**config.mk**
```make
export PLATFORM = sky130hd
export DESIGN_NAME = fetch_stage
export DESIGN_NICKNAME = d
export VERILOG_FILES = /design/src/rtl/fetch_stage.sv
export SDC_FILE = /design/constraint.sdc
export NUM_CORES = 1
export LEC_CHECK = 0
export CORE_ASPECT_RATIO = 1.2
export CORE_MARGIN = 8
export CORE_UTILIZATION = 53
export DETAILED_ROUTE_END_ITERATION = 16
export GPL_TIMING_DRIVEN = 1
export PLACE_DENSITY = 0.92
export REMOVE_ABC_BUFFERS = 1
export SLEW_MARGIN = 20
export SYNTH_ARGS = -nofsm -noshare
export SYNTH_HDL_FRONTEND = slang
export SYNTH_SLANG_ARGS = --single-unit
export TNS_END_PERCENT = 5
```
**constraint.sdc**
```tcl
create_clock -name clk -period 7 [get_ports clk]
set_clock_uncertainty 0.2 [all_clocks]
set_input_delay 0.7 -clock clk [delete_from_list [all_inputs] [get_ports clk]]
set_output_delay 0.7 -clock clk [all_outputs]
set_load 0.1 [all_outputs]
```
**src/rtl/fetch_stage.sv**
```systemverilog
// Instruction-fetch front end: owns the PC, drives the synchronous-read I-mem and hands
// fetched words to ID through a one-entry skid buffer so stalls never drop or repeat a word.
module fetch_stage #(
    parameter int          ADDR_W   = 9,
    parameter int          INSTR_W  = 32,
    parameter logic [31:0] RESET_PC = 32'h0
) (
    input  logic               clk,
    input  logic               rst,
    input  logic               run_en,
    output logic               imem_en,
    output logic [ADDR_W-1:0]  imem_addr,
    input  logic [INSTR_W-1:0] imem_dout,
    input  logic               redirect_valid,
    input  logic [31:0]        redirect_pc,
    input  logic               id_ready,
    output logic               if_id_valid,
    output logic [INSTR_W-1:0] if_id_instr,
    output logic [31:0]        if_id_pc
);

    logic [31:0]        pc;
    logic               inflight;
    logic [31:0]        inflight_pc;
    logic               skid_valid;
    logic [INSTR_W-1:0] skid_instr;
    logic [31:0]        skid_pc;
    logic               out_take;
    logic               issue;

    // Handshake: a word transfers to ID at a rising edge where if_id_valid and id_ready are
    // both high; while if_id_valid is high and id_ready is low the output register is frozen.
    assign out_take = ~if_id_valid | id_ready;

    // Only issue when the returning word is guaranteed a home (output or empty skid).
    assign issue     = run_en & ~redirect_valid & ~skid_valid & (out_take | ~inflight);
    assign imem_en   = issue & ~rst;
    assign imem_addr = pc[ADDR_W-1:0];

    always_ff @(posedge clk or posedge rst) begin
        if (rst) begin
            pc          <= RESET_PC;
            inflight    <= 1'b0;
            inflight_pc <= '0;
            skid_valid  <= 1'b0;
            skid_instr  <= '0;
            skid_pc     <= '0;
            if_id_valid <= 1'b0;
            if_id_instr <= '0;
            if_id_pc    <= '0;
        end else if (redirect_valid) begin
            // The word returning this cycle belongs to the old stream and is dropped.
            pc          <= redirect_pc;
            inflight    <= 1'b0;
            skid_valid  <= 1'b0;
            if_id_valid <= 1'b0;
        end else begin
            if (issue) begin
                pc          <= pc + 32'd1;
                inflight    <= 1'b1;
                inflight_pc <= pc;
            end else begin
                inflight <= 1'b0;
            end

            if (out_take) begin
                if (skid_valid) begin
                    if_id_valid <= 1'b1;
                    if_id_instr <= skid_instr;
                    if_id_pc    <= skid_pc;
                    skid_valid  <= 1'b0;
                end else if (inflight) begin
                    if_id_valid <= 1'b1;
                    if_id_instr <= imem_dout;
                    if_id_pc    <= inflight_pc;
                end else begin
                    if_id_valid <= 1'b0;
                end
            end else if (inflight) begin
                skid_valid <= 1'b1;
                skid_instr <= imem_dout;
                skid_pc    <= inflight_pc;
            end
        end
    end

endmodule

```
==> reports/metrics.cfg <==
[critical_path]
timing.critical_path.cells=clkdlybuf4s50_1, buf_4, nor2_2, nand3_2, nor2_1, clkdlybuf4s50_1
timing.critical_path.arrival_ps=2920
path_delay_family=buffers and inverters
critical_path.slowest_cell=sky130_fd_sc_hd__clkdlybuf4s50_1
crit-reg2reg-launch=skid_valid
cp_slowest_stage_delay_ps=1140
critPathRequiredTime_ps=6100
setup.worst_path.start=redirect_valid
critPathKind=in2out
critPathMostFrequentCell=sky130_fd_sc_hd__clkdlybuf4s50_1
cp.buffers_inverters=3
cp_max_fo=41
critical_path.startpoint_type=input port
setup.worst_path.end_class=output port

[die]
fp.dieW_um=132
initial_utilization=0.535
die_area_um2=20500
chipHeight_um=155
floorplan.core_area_um2=16000
ios=144
fp-row-count=51

[cts]
latest_clock_arrival_within_the_worst_skew_pair_ps=420
cts.repair_timing.setup_buffer_count=0
clock_tree_from_tritoncts=done
total_clock_buffers_created_by_cts=17
post_cts_resized=0
cts.clk_slew.worst_paths_ps=70
clock-root-buffer=sky130_fd_sc_hd__clkbuf_16
cts-root-to-sink-buffers=2
clock_sinks=195
cts_max_level=4
cts_hold_buffers=0

[pwr]
leakagePower_nw=4.51
pwr_density_cell_nw_per_um2=341
ir_drop_mv=0.163
total_power_mw=3.63

[grt]
antenna_violations_before_repair=2
globalRouteOverflowTotal=0
global_route_wire_length_before_repair_um=32600
maximum_number_of_pins_on_one_net_before_global_route_repair=132
grt_usage=0.196
vias_in_the_first_global_route=6485

[sta]
finalWorstPathRequiredPeriod_ps=3820
finalMaxSlewViolations=0
hold_violations=0
setup_repair_after_global_routing_missed_its_margin=false
max_slew_headroom=0.298
tightestPinTransition_ps=1050
report.final.setup_viol=0
totalNegativeSetupSlack_ps=0
final.setup.worst_slack_ps=3180
min_period_over_period=0.545
clock.fmax_mhz=262

[yosys]
yosys_warns=0
synth-seq-area-share=0.570
post-synth-top-area-fraction=0.570
synth_seq_cells=195
syn_inst=791
syn_avg_cell_area_um2=10.8
main_synth_ff_type=sky130_fd_sc_hd__dfrtp_1
synth_async_sr_flop_share=1.00
synth_largest_area_cell=sky130_fd_sc_hd__dfrtp_1
synthTopCellsByArea=sky130_fd_sc_hd__dfrtp_1 (57%), sky130_fd_sc_hd__mux2_2 (8.4%), sky130_fd_sc_hd__mux2i_1 (7.7%)
post_synth_instance_area_um2=8560
synthDistinctLibCells=47
number_of_enable_flip_flop_cells_after_synthesis=0

[routing]
dr.pass1.iters=8
post-route-drc-count=0
wl_per_cell_um=17.8
drt_iter0_drc=638
wl_um=20100
vias_per_cell=5.70
vias_post_dr=6434
route.antenna.remaining_nets=0

[placed_design]
preCtsSetupSlack_ps=3180
post-dp-hpwl_um=13200
place.port_buffers=143
globalplace.congestion=0.817
dp_cells=1094

[hold_path]
hold_path.startpoint=inflight_pc[15]
hold_path_class=reg2reg

[status]
run_status=completed

[cells_and_area]
finish.cell_count_without_fillers=1128
syn_to_final_growth_pct=24.2
multi_input_comb_area_um2=3390
drive_above_1_share=0.126
most_common_cell_after_layout_fill_and_taps_aside=sky130_fd_sc_hd__dfrtp_1
layout.nets=971
commonest_cells_after_routing_fill_and_taps_aside=sky130_fd_sc_hd__dfrtp_1 (194), sky130_fd_sc_hd__clkdlybuf4s50_1 (143), sky130_fd_sc_hd__nand2_1 (120)
ff_latch_area_um2=4880
nFillCells=1173

[job]
maxCapViolations=0

[worst reg2reg max path: stages, from the launching register on]
cell,delay (ps)
sky130_fd_sc_hd__dfrtp_4,690
sky130_fd_sc_hd__nor2_2,170
sky130_fd_sc_hd__nand3_2,110
sky130_fd_sc_hd__buf_4,350
sky130_fd_sc_hd__inv_1,160
sky130_fd_sc_hd__buf_4,430
sky130_fd_sc_hd__nand3_1,280
sky130_fd_sc_hd__o311ai_0,510
[final cells by class]
type | count | area share
Inverter | 7 | 0.00318
Clock buffer | 20 | 0.0439
Tap cell | 212 | 0.0249
Multi-Input combinational cell | 530 | 0.319
Sequential cell | 195 | 0.459
Antenna cell | 2 | 0.000470
Timing Repair Buffer | 150 | 0.139
Clock inverter | 12 | 0.0100
[logic make-up (layout without fill, tap and decap cells)]
kind of cell	after synthesis	in the layout	share of synthesized area
mux	130	130	0.161
fa+ha+maj	1	1	0.00146
compound gates	131	131	0.0931
xor+xnor	2	2	0.00205
flops	195	195	0.570
simple gates	266	266	0.137
buf+inv	66	189	0.0356
other cells	0	2	0
[power by group]
part           switching, mW  internal (mW)  total (mW)
clock                  0.414          0.518       0.932
sequential             0.134           1.32        1.46
combinational          0.917          0.323        1.24
total                   1.46           2.16        3.63
[final timing paths]
| kind | slack, ps | to | cells past startpoint |
|---|---|---|---|
| min reg2reg | 290 | inflight_pc[15] | 2 |
| max | 3180 | imem_en | 6 |
| min | 290 | inflight_pc[15] | 2 |
| min in group asynchronous | 720 | if_id_pc[27] | 2 |
| max in group asynchronous | 4450 | skid_valid | 3 |
| max reg2reg | 3940 | pc[13] | 7 |
[synth_stat cells (11+ instances only)]
| cell type | n |
|---|---|
| sky130_fd_sc_hd__mux2i_1 | 66 |
| sky130_fd_sc_hd__nor2_1 | 81 |
| sky130_fd_sc_hd__nand3_1 | 19 |
| sky130_fd_sc_hd__dfrtp_1 | 195 |
| sky130_fd_sc_hd__clkbuf_1 | 27 |
| sky130_fd_sc_hd__mux2_2 | 64 |
| sky130_fd_sc_hd__nand2_1 | 120 |
| sky130_fd_sc_hd__buf_2 | 19 |
| sky130_fd_sc_hd__a21oi_1 | 70 |
| sky130_fd_sc_hd__o211ai_1 | 11 |
| sky130_fd_sc_hd__nand4_1 | 12 |
| sky130_fd_sc_hd__o21ai_0 | 19 |
[layer usage]
metal,vias to the layer above,GRT usage,wire length [um]
li1,2996,-,-
met1,3164,0.242,8230
met2,241,0.333,10300
met3,33,0.0452,1210
met4,0,0.0701,408
met5,-,0,0
[state kept, by name, summed over array words and instances (netlist names)]
name and count:
if_id_instr 32, skid_pc 32, pc 32, inflight_pc 32, skid_valid 1, if_id_pc 32, inflight 1, if_id_valid 1
skid_instr 32
[through the flow]
stage               cell area (um^2)  hold WS, ps   util
floorplan                       8290          262      -
global placement               10100          279  0.628
detailed placement             10100          282  0.628
CTS                            10600          299  0.664
global route                   10600          322  0.664
finish                         10600          295  0.664
Power figures use the tool's default switching activity.
